### src/rtl/fdivsqrt_iter_ctrl.sv
// Iteration sequencer for the radix-4 divide/square-root datapath: accepts one op,
// counts radix-4 steps, handles special-case bypass, early exit, stall and flush.
module fdivsqrt_iter_ctrl #(
    parameter bit Q_SUPPORTED = 1'b0,
    parameter int CNTW        = 6
) (
    input  logic            clk,
    input  logic            reset,
    input  logic            Start,
    input  logic            SqrtIn,
    input  logic [1:0]      Fmt,
    input  logic            SpecialCase,
    input  logic            WZero,
    input  logic            Stall,
    input  logic            Flush,
    output logic            Init,
    output logic            IterEn,
    output logic            j1,
    output logic            SqrtL,
    output logic            Busy,
    output logic            Done,
    output logic [CNTW-1:0] IterCnt
);

    // state | meaning
    // IDLE  | waiting for Start; Init combinational on Start & ~Flush
    // BUSY  | one radix-4 step per cycle, IterCnt counts down to 0
    // DONE  | result valid, held while Stall
    typedef enum logic [1:0] {
        S_IDLE = 2'b00,
        S_BUSY = 2'b01,
        S_DONE = 2'b10
    } state_t;

    state_t            state, state_nx;
    logic [CNTW-1:0]   cnt, cnt_nx;
    logic              sqrt_l, sqrt_nx;
    logic              first, first_nx;
    logic              accept;
    logic              j1_int;

    // Fmt only seeds the counter, so its effect is captured entirely in cnt.
    function automatic logic [CNTW-1:0] iter_last(input logic [1:0] f);
        logic [CNTW-1:0] r;
        case (f)
            2'b10:   r = CNTW'(6);
            2'b00:   r = CNTW'(13);
            2'b01:   r = CNTW'(27);
            default: r = Q_SUPPORTED ? CNTW'(57) : CNTW'(27);
        endcase
        return r;
    endfunction

    always_ff @(posedge clk or posedge reset) begin
        if (reset) begin
            state  <= S_IDLE;
            cnt    <= '0;
            sqrt_l <= 1'b0;
            first  <= 1'b0;
        end else begin
            state  <= state_nx;
            cnt    <= cnt_nx;
            sqrt_l <= sqrt_nx;
            first  <= first_nx;
        end
    end

    always_comb begin
        state_nx = state;
        cnt_nx   = cnt;
        sqrt_nx  = sqrt_l;
        first_nx = first;
        Init     = 1'b0;
        IterEn   = 1'b0;
        j1_int   = 1'b0;
        Busy     = 1'b0;
        Done     = 1'b0;
        accept   = 1'b0;

        case (state)
            S_IDLE: begin
                // Gated by reset so Init stays low while reset is held.
                accept = Start & ~Flush & ~reset;
                Init   = accept;
                if (accept) begin
                    sqrt_nx = SqrtIn;
                    if (SpecialCase) begin
                        state_nx = S_DONE;
                    end else begin
                        cnt_nx   = iter_last(Fmt);
                        first_nx = 1'b1;
                        state_nx = S_BUSY;
                    end
                end
            end
            S_BUSY: begin
                Busy     = 1'b1;
                IterEn   = 1'b1;
                j1_int   = sqrt_l & first;
                first_nx = 1'b0;
                if (cnt == '0) begin
                    state_nx = S_DONE;
                end else begin
                    cnt_nx = cnt - CNTW'(1);
                end
                // The first sqrt step runs on a fixed selection row, so a zero
                // residual there is not yet meaningful.
                if (WZero && !j1_int) begin
                    state_nx = S_DONE;
                end
            end
            S_DONE: begin
                Done = 1'b1;
                if (!Stall) begin
                    state_nx = S_IDLE;
                end
            end
            default: begin
                state_nx = S_IDLE;
            end
        endcase

        if (Flush) begin
            state_nx = S_IDLE;
            cnt_nx   = '0;
            first_nx = 1'b0;
        end
    end

    assign j1      = j1_int;
    assign SqrtL   = sqrt_l;
    assign IterCnt = cnt;

    j1_only_sqrt: assert property (@(posedge clk) disable iff (reset) j1 |-> SqrtL);
    j1_single:    assert property (@(posedge clk) disable iff (reset) j1 |=> !j1);
    busy_done_x:  assert property (@(posedge clk) disable iff (reset) !(Busy && Done));

endmodule

### config.mk
export PLATFORM = sky130hd
export DESIGN_NAME = fdivsqrt_iter_ctrl
export DESIGN_NICKNAME = d
export VERILOG_FILES = /design/src/rtl/fdivsqrt_iter_ctrl.sv
export SDC_FILE = /design/constraint.sdc
export NUM_CORES = 1
export LEC_CHECK = 0
export CAP_MARGIN = 30
export CORE_ASPECT_RATIO = 1.1
export CORE_MARGIN = 1
export CORE_UTILIZATION = 43
export DETAILED_ROUTE_END_ITERATION = 12
export MAX_ROUTING_LAYER = met4
export PLACE_DENSITY = 0.76
export SETUP_SLACK_MARGIN = 0.05
export SYNTH_ARGS = -nofsm -noshare
export SYNTH_HDL_FRONTEND = slang
export SYNTH_SLANG_ARGS = --single-unit
### constraint.sdc
create_clock -name clk -period 1.75 [get_ports clk]
set_clock_uncertainty 0.2 [all_clocks]
set_input_delay 0.35 -clock clk [delete_from_list [all_inputs] [get_ports clk]]
set_output_delay 0.35 -clock clk [all_outputs]
set_load 0.01 [all_outputs]
# Word-level counts from Yosys, hierarchy flattened

Index checks and enable logic that the tools add are counted.

Flip-flop bits (word level): 10
Latch bits: 0
Bits in writable memories: 0
Memory bits (read-only): 0
Input bits: 10
Output and inout port bits: 12
Word-level logic and storage cells: 49
Memories kept: 0

$add $sub $neg: 1
$mul: 0
Div/mod/pow operators: 0
$lt $le $gt $ge: 0
Equality and inequality tests: 8
Shifts and indexed selects: 0
Mux-type cells: 21
Bitwise gates (word level): 5
Reductions and logical operators: 10

Operator list:

| operator            | count |
|---|---|
| $mux 6              | 4 |
| $mux 2              | 6 |
| $ne 3x3->1 const B  | 4 |
| $pmux 6 s2          | 1 |
| $pmux 5 s2          | 1 |
| $mux 1              | 7 |
| $logic_not 6->1     | 1 |
| $pmux 2 s3          | 1 |
| $reduce_and 3->1    | 2 |
| $sub 6x1->6 const B | 1 |
| $eq 2x2->1 const B  | 2 |
| $logic_not 2->1     | 2 |
| $ne 4x4->1 const B  | 1 |
| $reduce_and 4->1    | 1 |
| $and 1x1->1         | 3 |
| $reduce_bool 3->1   | 1 |
| $eq 2x1->1 const B  | 1 |
| $not 1->1           | 2 |
| $pmux 1 s2          | 1 |
| $reduce_and 2->1    | 1 |
| $logic_and 1x1->1   | 1 |
| $logic_not 1->1     | 1 |

# Longest topological paths before layout

Depth after elaboration: 6
Mapped depth: 5

# Worst setup path before layout

Ideal clock, no wire load.

Kind: input to register
Start point: input port Flush
End point: register sqrt_l, in the netlist SqrtL
Arrival: 1.493 ns
Data required time: 1.425 ns
Setup slack: -0.068 ns
Stages: 3
Path through: clkbuf_1 nor4_1 mux2_2

Longest elaborated chain between the ends: 4

RTL lines:

| element                    | RTL line | source |
|---|---|---|
| start: declaration         | 15       | `input logic Flush,` |
| $not 1->1                  | 83       | `accept = Start & ~Flush & ~reset;` |
| $and 1x1->1 (2 in series)  | 83       |  |
| $reduce_and 2->1 (no line) | --       |  |
| end signal: assignment     | 63       | `sqrt_l <= sqrt_nx;` |
| end: declaration           | 37       | `logic sqrt_l, sqrt_nx;` |

No other way between the ends.
A chain may end at the register's enable or synchronous reset.

# Final worst setup path

Start point: register state[0]
End point: output port Init

Longest elaborated chain between the ends: 2

RTL lines:

| element                  | RTL line | source |
|---|---|---|
| start: declaration       | 35       | `state_t state, state_nx;` |
| start signal: assignment | 61       | `state <= state_nx;` |
| $logic_not 2->1          | 80       | `case (state)` |
| $mux 1                   | 80       |  |
| end: declaration         | 16       | `output logic Init,` |

No other way between the ends.

==> out/results.ini <==
[final_layout]
drive_gt1_share_pct=37.1
diodes=0
syn2layout_area_growth_pct=73.3
final_cell_area_sq_um=1140
n_fill_cell=89
finish.utilization_pct=81.3
fin_nets=138

[place]
placed_area_sq_um=990
dp_hpwl_microns=1450
numPortBuffers=21
post-place-ws_ns=-0.540
gp_congestion=0.852

[critical_path]
worstPathCellList=buf_6 > nor4_4 > buf_2
path_delay_family=flip-flops
arrival_ns=1.24
reg2reg_slack_ns=0.09
cp_max_fo=2
endpoint_kind=output pin
crit_slowest_cell=dfrtp_1
path_buf_inv=2
path_class=register to output pin
crit_required_ns=1.20
max_stage_delay_ns=0.40
start_kind=register

[floorplanning]
dieHeight_microns=43.0
num_rows=14
die_w_microns=39.3
die_area_sq_um=1690
core_sq_um=1400
start_util_pct=46.9
io_pins=22

[logic_synthesis]
netlist_area_sq_um=657
ys_ff_latch=10
synthXorXnorAreaFrac_pct=0
yosysWarningCount=0
synth-simple-area-share_pct=24.6
synth_compound_area_share_pct=25.9
synthAdderAreaFrac_pct=3.81
syn_inst=77
seq_area_frac_synth_pct=38.1
synth_top_family_by_area=compound AO/OA/AOI/OAI gates
synth_fp_nets=89
avgSynthCellArea_sq_um=8.53
netlist-cell-type-count=36
synthMuxAreaShare_pct=1.71

[pwr]
powerDensity_nw_per_um2=596
p_leak_nw=0.564
ir_worst_vdd_mv=0.415

[global_route]
grt-ovfl-total=0
grt_pass1_wl_microns=3520
antenna_found_initial=0
grt_max_degree=11
first_global_vias=716
grt_usage_pct=32.3

[detailed_routing]
drt_iter0_markers=29
drt_first_pass_iters=4
drc_errors=0
wl_microns=2310
antenna_left=0
num_vias=807
wl_per_cell_microns=16.5
vias_per_cell=5.76

[clocking]
path_clk_slew_ns=0.07
htree_levels=1
clockRootBuffer=clkbuf_4
numCtsBuffers=3
clkSinkCount=10
tritoncts=yes
clock_latency_ns=0.28
clockBufferDepth=2
holdBufCountCts=0

[sta]
fmax_mhz=557
fin_ws_ns=-0.0444
finalCriticalPeriod_ns=1.79
worst_pin_slew_ns=0.424
relSlewSlack_pct=71.7
finalHoldViolations=0
finalSetupViolations=1
rsz0062_at_grt=yes
report.final.slew_viol_count=0
min_period_over_period_pct=103

[job]
drv_cap=0

[status]
outcome=complete, but fails checks
violations=negative setup slack

[worst_hold_path]
hp-class=input port to asynchronous set/reset pin

synth_stat cells:
cell	n	area, sq um
a22oi_1	1	7.51
nor4_1	2	12.5
o211ai_1	3	22.5
nor4_2	1	12.5
nand2b_2	1	8.76
nor2b_1	1	6.26
nand3_1	1	5.00
and3_1	1	6.26
nand2b_1	2	12.5
nand2_1	6	22.5
buf_2	1	5.00
o31a_1	1	8.76
and4_1	1	8.76
a2bb2oi_1	1	8.76
ha_1	2	25.0
o21ai_0	5	25.0
inv_1	5	18.8
nor3b_1	1	7.51
a31o_2	1	8.76
buf_4	1	7.51
dfrtp_1	10	250
a21boi_0	1	7.51
a211oi_1	1	7.51
nor3_1	4	20.0
o22ai_1	2	12.5
clkbuf_1	1	3.75
nand4_1	1	6.26
inv_2	1	3.75
nor2_1	7	26.3
a31oi_1	1	6.26
a32o_1	1	10.0
o21a_1	1	7.51
o31ai_2	1	12.5
mux2_2	1	11.3
or3_1	1	6.26
a21oi_1	5	25.0
where the power goes:
part	switching (W)	leakage, nW	total [W]	internal (W)
Sequential	0.0000149	0.135	0.000263	0.000248
Clock	0.0000883	0.0138	0.000168	0.0000800
Combinational	0.000117	0.415	0.000247	0.000130
layout by cell type, fill, tap and decap left out, types with 2 or more instances in the layout:
cell type / instances
o22ai_1: 2
nand2b_4: 2
nor3_1: 4
dlygate4sd2_1: 10
buf_6: 3
inv_1: 4
nor4_4: 2
buf_2: 5
buf_4: 22
o21ai_0: 5
a21oi_1: 5
nor2_1: 7
dfrtp_1: 10
clkbuf_4: 3
clkdlybuf4s50_1: 6
nand2_1: 6
o211ai_1: 3
inv_2: 2
path summary, 6_finish.rpt:
path,from,end,depth (start not counted)
setup reg to reg,state[0]$_DFFE_PP0P_,IterCnt[3]$_DFFE_PP0P_,7
min in group clk,SqrtL$_DFFE_PP0P_,SqrtL$_DFFE_PP0P_,1
hold reg to reg,SqrtL$_DFFE_PP0P_,SqrtL$_DFFE_PP0P_,1
setup / recovery,state[0]$_DFFE_PP0P_,Init,3
max in group asynchronous,reset,IterCnt[1]$_DFFE_PP0P_,2
hold / removal,reset,IterCnt[4]$_DFFE_PP0P_,2
metal layers:
metal / wire length, microns / part of all wire [%] / vias up / GRT usage (%)
met5: 0 / 0 / - / -
li1: - / - / 379 / -
met1: 951 / 41 / 382 / 41.8
met2: 1180 / 51 / 40 / 48.0
met3: 134 / 5.8 / 6 / 4.71
met4: 46 / 2.0 / 0 / 16.6
worst reg2reg max path: stages, from the launching register on:
cell	delay, ns
dfrtp_1	0.40
buf_4	0.16
nand2b_4	0.09
inv_2	0.06
buf_4	0.13
buf_4	0.12
o211ai_1	0.24
o22ai_1	0.13
cell families (layout without fill, tap and decap cells):
logic type	Yosys count	count (layout)
mux	1	1
compound gates	25	25
fa+ha+maj	2	2
buf+inv	9	56
simple gates	30	30
flops	10	10
layout make-up:
type                    instances  area (sq um)  area share [%]
inverters                       6          22.5            1.98
repair buffers                 47           387            34.0
clock buffers                   3          22.5            1.98
multi-input cells              58           437            38.4
well taps                      16          20.0            1.76
flip-flops and latches         10           250            22.0
state kept, by name (all words and copies together) (netlist names):
name     flops
IterCnt      6
first        1
state        2
SqrtL        1
what timing repair did:
| action | 4_1_cts | 5_1_grt |
|---|---|---|
| endpoints found under the setup margin | 17 | 11 |
| gates cloned | 0 | 0 |
| resized for setup | 31 | 16 |
| pin swaps | 1 | 2 |
| buffers inserted | 9 | 2 |
stage by stage:
| step | std cells | setup TNS (ns) | hold slack, ns | total power, W |
|---|---|---|---|---|
| floorplan | 77 | 0 | -0.00982 | 0.000363 |
| global placement | 126 | -2.31 | 0.335 | 0.000467 |
| detailed placement | 126 | -2.92 | 0.347 | 0.000471 |
| CTS | 138 | -0.0394 | 0.0202 | 0.000647 |
| global route | 140 | -0.0854 | 0.0590 | 0.000705 |
| finish | 140 | -0.0444 | 0.0187 | 0.000678 |
No activity file was read; power rests on OpenSTA's default activity.
